[config.mk]
export PLATFORM = sky130hd
export DESIGN_NAME = fb_scanout
export DESIGN_NICKNAME = d
export VERILOG_FILES = /design/src/rtl/fb_pkg.sv /design/src/rtl/fb_fifo.sv /design/src/rtl/fb_scanout.sv
export SDC_FILE = /design/constraint.sdc
export NUM_CORES = 1
export LEC_CHECK = 0
export CAP_MARGIN = 20
export CORE_MARGIN = 3
export CORE_UTILIZATION = 45
export DETAILED_ROUTE_END_ITERATION = 8
export HOLD_SLACK_MARGIN = 0.12
export PLACE_DENSITY = 0.65
export SLEW_MARGIN = 10
export SYNTH_ARGS = -nofsm -noshare
export SYNTH_HDL_FRONTEND = slang
export SYNTH_SLANG_ARGS = --single-unit
[constraint.sdc]
create_clock -name CLOCK_50 -period 3.51 [get_ports CLOCK_50]
set_input_delay 0.702 -clock CLOCK_50 [delete_from_list [all_inputs] [get_ports CLOCK_50]]
set_output_delay 0.702 -clock CLOCK_50 [all_outputs]
set_load 0.1 [all_outputs]
[src/rtl/fb_pkg.sv]
// Shared types and defaults for the framebuffer scan-out fetch path.
package fb_pkg;

   localparam int H_ACTIVE_DFLT = 640;
   localparam int V_ACTIVE_DFLT = 480;

   typedef struct packed {
      logic [7:0] r;
      logic [7:0] g;
      logic [7:0] b;
   } pixel_t;

   typedef enum logic [1:0] {
      IDLE  = 2'd0,
      FETCH = 2'd1,
      DRAIN = 2'd2
   } state_t;

endpackage

[src/rtl/fb_fifo.sv]
// First-word-fall-through pixel FIFO with synchronous flush; head reads as
// black while empty.
module fb_fifo
   import fb_pkg::*;
#(
   parameter int DEPTH = 16
) (
   input  logic                     clk,
   input  logic                     rst_n,
   input  logic                     flush,
   input  logic                     push,
   input  pixel_t                   wdata,
   input  logic                     pop,
   output pixel_t                   rdata,
   output logic [$clog2(DEPTH):0]   count,
   output logic                     full,
   output logic                     empty
);

   localparam int AW = $clog2(DEPTH);

   pixel_t          mem [DEPTH];
   logic [AW-1:0]   wr_ptr;
   logic [AW-1:0]   rd_ptr;
   logic            do_push;
   logic            do_pop;

   assign empty   = (count == '0);
   assign full    = (count == (AW+1)'(DEPTH));
   assign do_push = push && !flush;
   assign do_pop  = pop && !empty && !flush;
   assign rdata   = empty ? '0 : mem[rd_ptr];

   always_ff @(posedge clk or negedge rst_n) begin
      if (!rst_n) begin
         wr_ptr <= '0;
         rd_ptr <= '0;
         count  <= '0;
      end else if (flush) begin
         wr_ptr <= '0;
         rd_ptr <= '0;
         count  <= '0;
      end else begin
         if (do_push) wr_ptr <= wr_ptr + 1'b1;
         if (do_pop)  rd_ptr <= rd_ptr + 1'b1;
         if (do_push && !do_pop)
            count <= count + 1'b1;
         else if (do_pop && !do_push)
            count <= count - 1'b1;
      end
   end

   always_ff @(posedge clk) begin
      if (do_push) mem[wr_ptr] <= wdata;
   end

endmodule

[src/rtl/fb_scanout.sv]
// Frame fetch engine: streams one frame of RGB888 words from memory into the
// pixel FIFO, with credit-limited requests and restart on frame_start.
//
// state | meaning
// IDLE  | no fetch in progress, mem_req low
// FETCH | issuing reads for the current frame as credit allows
// DRAIN | all reads issued; waiting for returns and the FIFO to empty
module fb_scanout
   import fb_pkg::*;
#(
   parameter int H_ACTIVE   = H_ACTIVE_DFLT,
   parameter int V_ACTIVE   = V_ACTIVE_DFLT,
   parameter int ADDR_W     = 19,
   parameter int FIFO_DEPTH = 16
) (
   input  logic              CLOCK_50,
   input  logic              RESET_N,
   input  logic              frame_start,
   input  logic [ADDR_W-1:0] fb_base,
   output logic              mem_req,
   output logic [ADDR_W-1:0] mem_addr,
   input  logic              mem_gnt,
   input  logic              mem_rvalid,
   input  logic [23:0]       mem_rdata,
   output logic              pix_valid,
   input  logic              pix_ready,
   output logic [7:0]        pix_r,
   output logic [7:0]        pix_g,
   output logic [7:0]        pix_b,
   output logic              underflow
);

   localparam int CW    = $clog2(FIFO_DEPTH) + 1;
   localparam int TOTAL = H_ACTIVE * V_ACTIVE;
   localparam int RCW   = $clog2(TOTAL + 1);

   state_t            state;
   state_t            state_nxt;
   logic [ADDR_W-1:0] addr;
   logic [RCW-1:0]    req_cnt;
   logic [CW-1:0]     outstanding;
   logic [CW-1:0]     out_nxt;
   logic [CW-1:0]     discard;
   logic [CW-1:0]     fifo_count;
   logic [CW:0]       credit_sum;
   logic              mem_req_q;
   logic              req_nxt;
   logic              grant;
   logic              last_grant;
   logic              credit_ok;
   logic              fifo_push;
   logic              fifo_full;
   logic              fifo_empty;
   logic              pop_eff;
   pixel_t            head;

   assign grant      = mem_req_q && mem_gnt;
   assign last_grant = grant && (req_cnt == RCW'(TOTAL - 1));
   assign fifo_push  = mem_rvalid && (discard == '0);
   assign pop_eff    = pix_ready && !fifo_empty;

   // Request is registered, so credit is judged on occupancy after this edge.
   assign credit_sum = {1'b0, outstanding} + {1'b0, fifo_count}
                     + (CW+1)'(grant) - (CW+1)'(pop_eff);
   assign credit_ok  = credit_sum < (CW+1)'(FIFO_DEPTH);

   always_comb begin
      out_nxt = outstanding;
      if (grant && !mem_rvalid)
         out_nxt = outstanding + 1'b1;
      else if (mem_rvalid && !grant)
         out_nxt = outstanding - 1'b1;
   end

   always_ff @(posedge CLOCK_50 or negedge RESET_N) begin
      if (!RESET_N) state <= IDLE;
      else          state <= state_nxt;
   end

   always_comb begin
      state_nxt = state;
      unique case (state)
         IDLE:    if (frame_start) state_nxt = FETCH;
         FETCH:   if (frame_start) state_nxt = FETCH;
                  else if (last_grant) state_nxt = DRAIN;
         DRAIN:   if (frame_start) state_nxt = FETCH;
                  else if (outstanding == '0 && fifo_empty) state_nxt = IDLE;
         default: state_nxt = IDLE;
      endcase
   end

   // A restart drops any pending request so the new address is never
   // presented under a request that was raised for the old one.
   always_comb begin
      req_nxt = 1'b0;
      if (!frame_start && state_nxt == FETCH)
         req_nxt = (mem_req_q && !mem_gnt) || credit_ok;
   end

   always_ff @(posedge CLOCK_50 or negedge RESET_N) begin
      if (!RESET_N) begin
         addr        <= '0;
         req_cnt     <= '0;
         outstanding <= '0;
         discard     <= '0;
         mem_req_q   <= 1'b0;
         underflow   <= 1'b0;
      end else begin
         outstanding <= out_nxt;
         mem_req_q   <= req_nxt;
         if (pix_ready && fifo_empty) underflow <= 1'b1;
         if (frame_start) begin
            addr    <= fb_base;
            req_cnt <= '0;
            discard <= out_nxt;
         end else begin
            if (grant) begin
               addr    <= addr + 1'b1;
               req_cnt <= req_cnt + 1'b1;
            end
            if (mem_rvalid && discard != '0) discard <= discard - 1'b1;
         end
      end
   end

   fb_fifo #(.DEPTH(FIFO_DEPTH)) u_fifo (
      .clk   (CLOCK_50),
      .rst_n (RESET_N),
      .flush (frame_start),
      .push  (fifo_push),
      .wdata (pixel_t'(mem_rdata)),
      .pop   (pix_ready),
      .rdata (head),
      .count (fifo_count),
      .full  (fifo_full),
      .empty (fifo_empty)
   );

   assert property (@(posedge CLOCK_50) disable iff (!RESET_N)
      !(fifo_push && fifo_full && !pop_eff && !frame_start));

   assign mem_req   = mem_req_q;
   assign mem_addr  = addr;
   assign pix_valid = !fifo_empty;
   assign pix_r     = head.r;
   assign pix_g     = head.g;
   assign pix_b     = head.b;

endmodule

# [Word-level counts from Yosys, hierarchy flattened]
# Memory sizes are Yosys's and may differ from the RTL's.
# Cells that the tools add are included.
[classes] eq_ne=4 addsub=12 order_cmp=1 muxes=25 reduce_logical=33
[ops] operator="$mux W19" count=4
[ops] operator="$add A19 B1 Y19 const B" count=2
[ops] operator="$mux W5" count=7
[ops] operator="$mux W24" count=1
[ops] operator="$eq A19 B19 Y1 const B" count=1
[ops] operator="$mux W4" count=4
[ops] operator="$logic_and A1 B1 Y1" count=15
[ops] operator="$logic_not A5 Y1" count=3
[ops] operator="$sub A5 B1 Y5 const B" count=3
[ops] operator="$add A5 B1 Y5 const B" count=2
[ops] operator="$mux W2" count=5
[ops] operator="$add A4 B1 Y4 const B" count=2
[ops] operator="$reduce_bool A2 Y1" count=4
[ops] operator="$logic_not A1 Y1" count=7
[ops] operator="$add A5 B5 Y6" count=1
[ops] operator="$add A6 B1 Y6" count=1
[ops] operator="$lt A6 B5 Y1 const B" count=1
[ops] operator="$pmux W2 S3" count=1
[ops] operator="$sub A6 B1 Y6" count=1
[ops] operator="$reduce_bool A5 Y1" count=1
[ops] operator="$eq A2 B1 Y1 const B" count=2
[ops] operator="$mux W1" count=3
[ops] operator="$reduce_bool A3 Y1" count=1
[ops] operator="$eq A2 B2 Y1 const B" count=1
[ops] operator="2 further kinds" count=2
[totals] in_bits=49 output_inout_bits=46 ramBits=384 reg_bits=65 mem_count=1
[memory_table] memory="u_fifo.mem" depth=16 word_bits=24 read_ports=1 rd_ports_with_merged_regs=0 write_ports=1 line="fb_fifo.sv:22" rtl="pixel_t mem [DEPTH];"

# [Longest topological paths before layout]
# Gate-level depths: netlist of run 1.
[depth] word_depth=8 mapped_depth=11

# [By module]
# Synthesis of run 1 repeated with hierarchy kept, for this count alone.
[unflattened] hier_cells=1086 hier_area_um2=19004.5
[by_module_without_submodules] module="fb_fifo" instances=1 seq_area_each_um2=11856.4 area_per_inst_um2=15854.0 cells_each=749
[by_module_without_submodules] module="fb_scanout" instances=1 seq_area_each_um2=1301.2 area_per_inst_um2=3150.5 cells_each=337

# [Least setup slack after synthesis of run 1]
# Ideal clock, no wire load.
[synth_timing] kind="reg2out" start="register u_fifo.rd_ptr[1]" end="output port pix_b[6]" slack_ns=-0.174 path_stages_with_launch=7 arrival_time_ns=2.982 cell_sequence="dfrtp_1 buf_2 clkbuf_1 clkbuf_1 mux4_2 mux2i_1 o22ai_1"
[synth_via] elab_chain_cells=2
[synth_lines] element="start: declaration" line="fb_fifo.sv:24" rtl="logic [AW-1:0] rd_ptr;"
[synth_lines] element="start signal: assignment" line="fb_fifo.sv:45" rtl="if (do_pop) rd_ptr <= rd_ptr + 1'b1;"
[synth_lines] element="$mem_v2 Z16 W24"
[synth_lines] element="$mux W24" line="fb_fifo.sv:32" rtl="assign rdata = empty ? '0 : mem[rd_ptr];"
[synth_lines] element="end: declaration" line="fb_scanout.sv:29" rtl="output logic [7:0] pix_b,"
# No other way between the ends.

# [Final worst setup path of run 1]
[layout_timing] start="register u_fifo.rd_ptr[1]" end="output port pix_g[0]"
[layout_via] elab_chain_cells=2
[layout_lines] element="$mem_v2 Z16 W24"
[layout_lines] element="$mux W24" line="fb_fifo.sv:32"
[layout_lines] element="end: declaration" line="fb_scanout.sv:28" rtl="output logic [7:0] pix_g,"
# No other way between the ends.

==> impl_metrics.py, run 1 <==
metrics = {
    "outcome": {
        "status": "finished clean",
    },
    "yosys": {
        "syn_area_per_cell_um2": 17.9,
        "yosysWarnings": 0,
        "ys_seq_area_share_pct": 71.1,
        "synth_cell_types": 59,
        "syn_area_um2": 18500,
        "synth_nets": 1109,
        "synth_edf_count": 384,
        "synth-simple-area-share_pct": 5.23,
        "ys.flop_type": "edfxtp_1",
        "synth_compound_area_share_pct": 3.37,
        "synthAdderAreaFrac_pct": 1.73,
        "netlist_instances": 1035,
        "synth_xor_area_share_pct": 1.74,
        "ys_seq_elements": 449,
        "synthMuxAreaShare_pct": 15.1,
        "synth_async_sr_flop_share_pct": 14.5,
        "synth_top_family_by_area": "multiplexers",
    },
    "final_layout": {
        "nFillCells": 3080,
        "final_util_pct": 56.2,
        "layout-drive-gt1-share_pct": 25.2,
        "fin_nets": 1255,
        "syn2layout_area_growth_pct": 21.9,
    },
    "clock_network": {
        "tritoncts": "done",
        "insertion_delay_ns": 0.57,
        "cts.htree.levels": 2,
        "cts_sinks": 449,
        "clk_pin_slew_ns": 0.07,
        "numCtsBuffers": 46,
        "clockBufferDepth": 3,
        "root_buffer": "clkbuf_16",
    },
    "worst_setup_path": {
        "slowest_delay_ns": 0.76,
        "crit_path_top_delay_cell": "dfrtp_4",
        "crit_chain": "buf_4 > mux4_2 > mux2i_1 > o22ai_2 > buf_12",
        "r2r_cells": 10,
        "endpoint": "pix_g[0]",
        "cp.arrival_ns": 2.66,
        "r2r_setup_slack_ns": 0.52,
        "critPathLaunchType": "register",
        "r2r_start": "discard[0]$_DFFE_PN0P_",
        "critPathKind": "register to primary output",
        "worstPathRequired_ns": 2.81,
        "end_kind": "primary output",
        "critPathLaunch": "u_fifo.rd_ptr[1]$_DFFE_PN0P_",
        "cp_max_fo": 31,
        "r2r_end": "u_fifo.count[4]$_DFFE_PN0P_",
    },
    "route": {
        "wl_met1_mm": 17.5,
        "met2_length_mm": 19.4,
        "wl_mm": 39.7,
        "post_drt_wl_per_cell_um": 22.8,
        "highest_layer": "met4",
        "drt_iter0_drc": 811,
        "final_antenna_net_count": 0,
        "dr.pass1.iters": 5,
        "detail_route.vias_per_cell": 5.61,
        "detailroute.via_count": 9768,
        "drc": 0,
        "wl_met3_mm": 2.12,
    },
    "placed_design": {
        "hpwl_mm": 23.9,
        "port_buffers": 94,
        "finalWeightedCongestion": 0.789,
    },
    "die": {
        "die_width_um": 209,
        "rows": 73,
        "coreArea_um2": 40200,
        "initial_core_util_pct": 46.1,
        "die_y_um": 209,
        "die_area_um2": 43600,
        "ioPinCount": 95,
    },
    "sta": {
        "post-route-period-util_pct": 95.8,
        "worst_slew_pin_slew_ns": 0.979,
        "fmax_mhz": 298,
        "finClkSkew_ns": 0.0212,
        "min_period_ns": 3.36,
        "relSlewSlack_pct": 34.5,
        "rsz0062_at_grt": "no",
        "maxSlewViolCount": 0,
        "final-hold-violation-count": 0,
        "finalSetupViolations": 0,
    },
    "job": {
        "drv_cap": 0,
    },
    "power_and_ir_drop": {
        "p_seq_share_pct": 35.2,
        "clkPwrFrac_pct": 28.7,
        "pwr-share-comb_pct": 36.1,
        "netSwitchingFraction_pct": 34.9,
        "p_int_mw": 11.5,
        "p_leak_nw": 7.37,
        "p_switching_mw": 6.14,
        "ir_worst_vdd_v": 0.000853,
        "p_total_mw": 17.6,
        "power.density_nw_per_um2": 780,
    },
    "global_routing": {
        "grt.total_usage_pct": 18.2,
        "grt_remaining_overflow": 0,
        "grt_max_degree": 71,
        "grt_first_pass_wirelength_mm": 61.3,
        "grt_pass1_vias": 10200,
        "antenna_found_initial": 1,
    },
    "worst_hold_path": {
        "min-delay-path-class": "register to register",
    },
}
[per-layer routing]
| metal | GRT usage [%] | up-vias |
|---|---|---|
| met3 | 2.93 | 49 |
| li1 | - | 4427 |
| met4 | 4.41 | 0 |
| met1 | 26.0 | 5013 |
| met5 | 0 | - |
| met2 | 29.9 | 279 |
[how the worst min path moves through the flow]
stage,endpoint,cells past startpoint,from
floorplan,discard[0]$_DFFE_PN0P_,0,RESET_N
global placement,underflow$_DFFE_PN0P_,1,underflow$_DFFE_PN0P_
detailed placement,underflow$_DFFE_PN0P_,1,underflow$_DFFE_PN0P_
CTS,underflow$_DFFE_PN0P_,1,underflow$_DFFE_PN0P_
global route,underflow$_DFFE_PN0P_,1,underflow$_DFFE_PN0P_
finish,underflow$_DFFE_PN0P_,1,underflow$_DFFE_PN0P_
[cell families (layout without fill, tap and decap cells)]
family	count (synthesis)	count (layout)
compound gates	95	95
xor+xnor	36	36
fa+ha+maj	25	25
buf+inv	80	261
flops	449	449
mux	159	159
other cells	0	1
simple gates	191	191
[placed cells by master, fill, tap and decap left out, drive strengths merged, types with 17 or more instances in the layout]
cell / n
buf: 87
clkbuf: 57
clkdlybuf4s50: 60
dfrtp: 65
edfxtp: 384
ha: 24
inv: 31
mux2i: 54
mux4: 96
nand2: 47
nand3: 22
nor2: 45
o21ai: 19
o22ai: 24
xnor2: 19
xor2: 17
[state kept, by name, indices dropped and copies added, names as in the netlist]
register,flops
u_fifo.wr_ptr,4
discard,5
req_cnt,19
outstanding,5
u_fifo.mem,384
u_fifo.rd_ptr,4
mem_addr,19
state,2
u_fifo.count,5
mem_req,1
underflow,1
[Yosys cell counts, types with 5 or more instances]
master    number  area share (%)
buf_2         14            0.38
mux2i_1       54             2.9
o21ai_0       17            0.46
ha_1          24             1.6
nand3_1       22            0.59
xor2_1        17            0.80
nand2_1       47            0.95
or4_1          8            0.32
dfrtp_1       65             8.8
edfxtp_1     384              62
mux4_2        96              12
mux2_2         7            0.43
nand4_1       15            0.51
o31ai_1        8            0.32
buf_1          6            0.12
clkbuf_1      30            0.61
nor3_1        13            0.35
and3_1         5            0.17
nor2_1        45            0.91
xnor2_1       18            0.85
a21oi_1       16            0.43
inv_1         30            0.61
o22ai_1       24            0.81
nand2b_1       5            0.17
nor4_1         8            0.27
[cell type report]
cell class,count,area (µm²),share of cell area (%)
antenna,1,2.50,0.0111
clock buffer,57,1220,5.42
clock inverter,26,353,1.56
inverter,30,113,0.499
multi-input combinational,506,5300,23.5
sequential,449,13200,58.3
tap,525,657,2.91
timing repair buffer,148,1750,7.77
[through the flow]
step / hold WS [ns] / setup WS (ns) / cells / cell area [µm²] / setup TNS [ns]
5_1_grt: 0.466 / 0.0410 / 1742 / 22600 / 0
4_1_cts: 0.458 / 0.00270 / 1740 / 22500 / 0
2_1_floorplan: 0.406 / -0.0506 / 1035 / 18600 / -0.203
3_3_place_gp: 0.440 / 0.430 / 1655 / 20900 / 0
3_5_place_dp: 0.443 / 0.448 / 1656 / 20900 / 0
6_report: 0.458 / 0.149 / 1742 / 22600 / 0
[worst max-delay path: cells and delay by family, from the launching register on]
kind                   cells  cell delay, ns
AO/OA/AOI/OAI              1            0.14
buffers and inverters      2            0.59
flip-flops                 1            0.76
multiplexers               2            0.60
[repair_timing]
action / 4_1_cts / 5_1_grt
gates resized for setup: 1 / 1
setup endpoints to repair: 4 / 14
gates cloned: 0 / 0
endpoints found under the hold margin: 10 / 0
pin swaps: 0 / 0
buffers inserted: 0 / 1
hold buffers: 1 / 0
[power by group through the flow]
stage          logic, mW  registers, mW  clock network (mW)
6_report            6.35           6.19                5.06
5_1_grt             6.70           6.22                5.37
4_1_cts             6.36           6.22                5.16
3_5_place_dp        6.33           6.32                   0
3_3_place_gp        6.29           6.32                   0
2_1_floorplan       4.20           6.36                   0
Power figures use the tool's default switching activity.
==> inputs of run 2 (changes only) <==
RECOVER_POWER = 100   (was not set)
==> impl_metrics.py, run 2 (same netlist as run 1, synthesis figures left out) <==
metrics = {
    "power_and_ir_drop": {
        "p_switching_mw": 6.09,
        "ir_worst_vdd_v": 0.000852,
        "netSwitchingFraction_pct": 35.0,
        "p_int_mw": 11.3,
        "power.density_nw_per_um2": 784,
        "p_leak_nw": 7.25,
        "pwr-share-comb_pct": 35.4,
        "p_total_mw": 17.4,
        "p_seq_share_pct": 35.5,
        "clkPwrFrac_pct": 29.0,
    },
    "final_layout": {
        "layout-drive-gt1-share_pct": 22.1,
        "largest_register": "u_fifo.mem",
        "nFillCells": 3134,
        "fin_nets": 1255,
        "regArea_um2": 13200,
        "mostFrequentLayoutCells": "edfxtp_1 (384), mux4_2 (96), dfrtp_1 (62)",
        "largest_reg_flops": 384,
        "final_util_pct": 55.2,
        "syn2layout_area_growth_pct": 19.9,
        "multi_input_area_um2": 5160,
        "design_area_um2": 22200,
        "final_common_cell": "edfxtp_1",
    },
    "global_routing": {
        "antenna_found_initial": 3,
        "grt_pass1_vias": 10200,
        "grt.total_usage_pct": 18.2,
        "grt_first_pass_wirelength_mm": 61.3,
        "grt_max_degree": 71,
        "grt_remaining_overflow": 0,
    },
    "clock_network": {
        "clk_pin_slew_ns": 0.06,
        "insertion_delay_ns": 0.57,
        "root_buffer": "clkbuf_16",
        "numCtsBuffers": 46,
        "tritoncts": "done",
        "cts_sinks": 449,
        "cts.htree.levels": 2,
        "clockBufferDepth": 3,
    },
    "die": {
        "die_y_um": 209,
        "initial_core_util_pct": 46.1,
        "rows": 73,
        "coreArea_um2": 40200,
        "ioPinCount": 95,
        "die_width_um": 209,
        "die_area_um2": 43600,
    },
    "route": {
        "final_antenna_net_count": 0,
        "detail_route.vias_per_cell": 5.61,
        "drt_iter0_drc": 869,
        "detailroute.via_count": 9786,
        "dr.pass1.iters": 5,
        "drc": 0,
        "post_drt_wl_per_cell_um": 22.8,
        "wl_mm": 39.8,
    },
    "worst_setup_path": {
        "cp.arrival_ns": 2.66,
        "end_kind": "primary output",
        "cp_max_fo": 31,
        "worstPathRequired_ns": 2.81,
        "critPathLaunchType": "register",
        "critPathKind": "register to primary output",
    },
    "placed_design": {
        "place_area_um2": 20900,
        "finalWeightedCongestion": 0.789,
        "place_ws_ns": 0.448,
        "port_buffers": 94,
        "hpwl_mm": 23.9,
    },
    "sta": {
        "maxSlewViolCount": 0,
        "relSlewSlack_pct": 21.8,
        "finalSetupViolations": 0,
        "rsz0062_at_grt": "no",
        "worst_slew_pin_slew_ns": 1.18,
        "final-hold-violation-count": 0,
        "min_period_ns": 3.36,
        "layout_setup_ws_ns": 0.151,
        "holdWs_ns": 0.452,
        "finClkSkew_ns": 0.0199,
        "post-route-period-util_pct": 95.7,
        "fmax_mhz": 298,
    },
    "worst_hold_path": {
        "min-delay-path-class": "register to register",
    },
    "outcome": {
        "status": "finished clean",
    },
    "job": {
        "drv_cap": 0,
    },
}
run 2: cell types whose count changed in the layout (fill, tap and decap cells not counted), moves of 8 or more:
cell,delta
dlygate4sd3_1,+39
clkdlybuf4s50_1,-39
clkbuf_2,+19
buf_4,-31
clkbuf_1,+18
o22ai_1,+8
buf_12,-11
o22ai_2,-8
run 2: path summary, 6_finish.rpt:
path	cells after the start	endpoint	startpoint	slack [ns]
max reg2reg	8	u_fifo.mem[15][15]$_DFFE_PP_	discard[0]$_DFFE_PN0P_	0.26
min reg2reg	1	underflow$_DFFE_PN0P_	underflow$_DFFE_PN0P_	0.45
min in group asynchronous	2	mem_addr[0]$_DFFE_PN0P_	RESET_N	0.78
max in group asynchronous	3	req_cnt[11]$_DFFE_PN0P_	RESET_N	1.63
min	1	underflow$_DFFE_PN0P_	underflow$_DFFE_PN0P_	0.45
max	5	pix_b[2]	u_fifo.rd_ptr[1]$_DFFE_PN0P_	0.15
run 2: what timing repair did:
item,in CTS,in global routing
gates resized for setup,1,1
endpoints found under the setup margin,4,14
setup buffers,0,1
endpoints found under the hold margin,10,0
hold buffers,1,0
pin swaps,0,0
run 2: worst max-delay path, stage by stage (launching register included):
cell and delay [ns]:
dfrtp_4 0.75, buf_4 0.40, mux4_2 0.25, mux2i_1 0.07
o22ai_1 0.36, buf_12 0.23
run 2: stage by stage:
step / setup TNS (ns) / std cells
floorplan: -0.203 / 1035
global placement: 0 / 1655
global route: 0 / 1743
CTS: 0 / 1740
detailed placement: 0 / 1656
finish: 0 / 1743
run 2: cell type report:
type / count / share of cell area (%)
tap: 525 / 2.96
clock buffer: 57 / 5.51
clock inverter: 26 / 1.59
antenna: 2 / 0.0225
sequential: 449 / 59.3
inverter: 30 / 0.507
timing repair buffer: 148 / 6.86
multi-input combinational: 506 / 23.2
run 2: metal layers:
layer	GRT usage, %	part of all wire (%)	vias to the layer above
met4	4.41	1.7	0
met5	0	0	-
met1	26.0	44	5046
met3	2.93	4.9	49
li1	-	-	4428
met2	29.9	49	263
run 2: power by group through the flow:
stage                     logic [mW]  clock network, mW  registers (mW)
final                           6.17               5.05            6.19
after global routing            6.51               5.37            6.22
after CTS                       6.36               5.16            6.22
after detailed placement        6.33                  0            6.32
after global placement          6.29                  0            6.32
after floorplan                 4.20                  0            6.36
==> inputs of run 3 (changes only) <==
SLEW_MARGIN = not set   (was 10)
==> impl_metrics.py, run 3 (same netlist as run 1, synthesis figures left out) <==
metrics = {
    "job": {
        "drv_cap": 0,
    },
    "worst_setup_path": {
        "critPathKind": "register to primary output",
        "cp_max_fo": 21,
        "slowest_delay_ns": 0.63,
        "end_kind": "primary output",
        "worstPathRequired_ns": 2.81,
        "crit_chain": "or4_4 > nor2_2 > or2_2 > buf_12 > o22ai_1 > clkbuf_4",
        "critPathLaunchType": "register",
        "crit_path_top_delay_cell": "or4_4",
        "cp.arrival_ns": 2.67,
    },
    "route": {
        "drc": 0,
        "wl_met1_mm": 17.5,
        "post_drt_wl_per_cell_um": 22.8,
        "wl_met3_mm": 2.01,
        "dr.pass1.iters": 5,
        "final_antenna_net_count": 0,
        "met2_length_mm": 19.5,
        "detail_route.vias_per_cell": 5.61,
        "drt_iter0_drc": 839,
        "wl_mm": 39.8,
        "detailroute.via_count": 9770,
        "highest_layer": "met4",
    },
    "power_and_ir_drop": {
        "p_leak_nw": 7.16,
        "power.density_nw_per_um2": 761,
        "p_total_mw": 16.7,
        "ir_worst_vdd_v": 0.000883,
    },
    "sta": {
        "finClkSkew_ns": 0.0157,
        "post-route-period-util_pct": 96.1,
        "holdWs_ns": 0.448,
        "finalSetupViolations": 0,
        "rsz0062_at_grt": "no",
        "worst_slew_pin_slew_ns": 1.20,
        "fmax_mhz": 297,
        "final-hold-violation-count": 0,
        "maxSlewViolCount": 0,
        "relSlewSlack_pct": 19.1,
        "min_period_ns": 3.37,
    },
    "final_layout": {
        "nFillCells": 3179,
        "regArea_um2": 13200,
        "largest_reg_flops": 384,
        "fin_nets": 1256,
        "multi_input_area_um2": 5140,
        "syn2layout_area_growth_pct": 18.5,
        "layout-drive-gt1-share_pct": 20.5,
        "largest_register": "u_fifo.mem",
        "final_common_cell": "edfxtp_1",
        "design_area_um2": 21900,
        "mostFrequentLayoutCells": "edfxtp_1 (384), mux4_2 (96), dfrtp_1 (62)",
        "layout.cells.non_filler": 1743,
    },
    "die": {
        "die_y_um": 209,
        "die_width_um": 209,
        "rows": 73,
        "die_area_um2": 43600,
        "ioPinCount": 95,
        "initial_core_util_pct": 46.1,
        "coreArea_um2": 40200,
    },
    "outcome": {
        "status": "finished clean",
    },
    "clock_network": {
        "cts_sinks": 449,
        "insertion_delay_ns": 0.57,
        "numCtsBuffers": 47,
        "clk_pin_slew_ns": 0.06,
        "cts.htree.levels": 2,
        "root_buffer": "clkbuf_16",
        "clockBufferDepth": 3,
        "tritoncts": "done",
    },
    "placed_design": {
        "port_buffers": 94,
        "place_area_um2": 20900,
        "finalWeightedCongestion": 0.789,
        "place_inst": 1656,
        "hpwl_mm": 23.9,
    },
    "global_routing": {
        "grt_max_degree": 71,
        "grt_remaining_overflow": 0,
        "grt.total_usage_pct": 18.4,
        "grt_pass1_vias": 10400,
        "grt_first_pass_wirelength_mm": 61.7,
        "antenna_found_initial": 2,
    },
    "worst_hold_path": {
        "min-delay-path-class": "register to register",
    },
}
## run 3: cell count changes in the layout (fill, tap and decap cells not counted), sizes merged
cell,previous run,this run
bufinv,7,0
clkinvlp,8,0
clkinv,10,25
diode,2,1
buf,47,48
## run 3: what timing repair did
item / 4_1_cts / 5_1_grt
buffers inserted: 1 / 0
setup endpoints to repair: 15 / 3
hold endpoints to repair: 9 / 0
resized for setup: 1 / 1
hold buffers: 1 / 0
## run 3: area by class of cell
type / instances / area share [%]
Tap cell: 525 / 2.99
Clock buffer: 58 / 5.55
Sequential cell: 449 / 60.0
Multi-Input combinational cell: 506 / 23.4
Antenna cell: 1 / 0.0114
Timing Repair Buffer: 148 / 6.89
Inverter: 30 / 0.513
Clock inverter: 26 / 0.622
## run 3: stage by stage
stage	setup WS [ns]	setup TNS, ns	util (%)
floorplan	-0.0506	-0.203	-
global placement	0.430	0	52.1
detailed placement	0.446	0	52.1
CTS	0.0300	0	55.6
global route	0.0174	0	54.6
finish	0.137	0	54.6
## run 3: report_power, final
part           internal [mW]  switching [mW]
sequential              5.94           0.248
combinational           2.30            3.78
clock                   2.46            1.97
total                   10.7            6.00
## run 3: per-layer routing
metal / vias up / GRT usage [%]
met5: - / 0
met4: 0 / 5.36
met3: 66 / 2.84
met2: 258 / 30.2
met1: 5012 / 25.9
li1: 4434 / -
## run 3: worst paths after layout
path                                                endpoint  slack [ns]  cells after the start                   startpoint
worst max-delay path                                pix_b[3]        0.14                      6  u_fifo.count[1]$_DFFE_PN0P_
max in group asynchronous            req_cnt[12]$_DFFE_PN0P_        1.71                      3                      RESET_N
worst max register to register  u_fifo.mem[15][15]$_DFFE_PP_        0.26                      8       discard[0]$_DFFE_PN0P_
min in group asynchronous           mem_addr[11]$_DFFE_PN0P_        0.74                      2                      RESET_N
worst min register to register         underflow$_DFFE_PN0P_        0.45                      1        underflow$_DFFE_PN0P_
worst min-delay path                   underflow$_DFFE_PN0P_        0.45                      1        underflow$_DFFE_PN0P_
## run 3: critical path, delay by kind of cell, from the launching register on
| family | cells | cell delay (ns) |
|---|---|---|
| AOI/OAI and AO/OA | 1 | 0.13 |
| and+or+nand+nor | 3 | 1.00 |
| buffers and inverters | 2 | 0.53 |
| DFF | 1 | 0.44 |
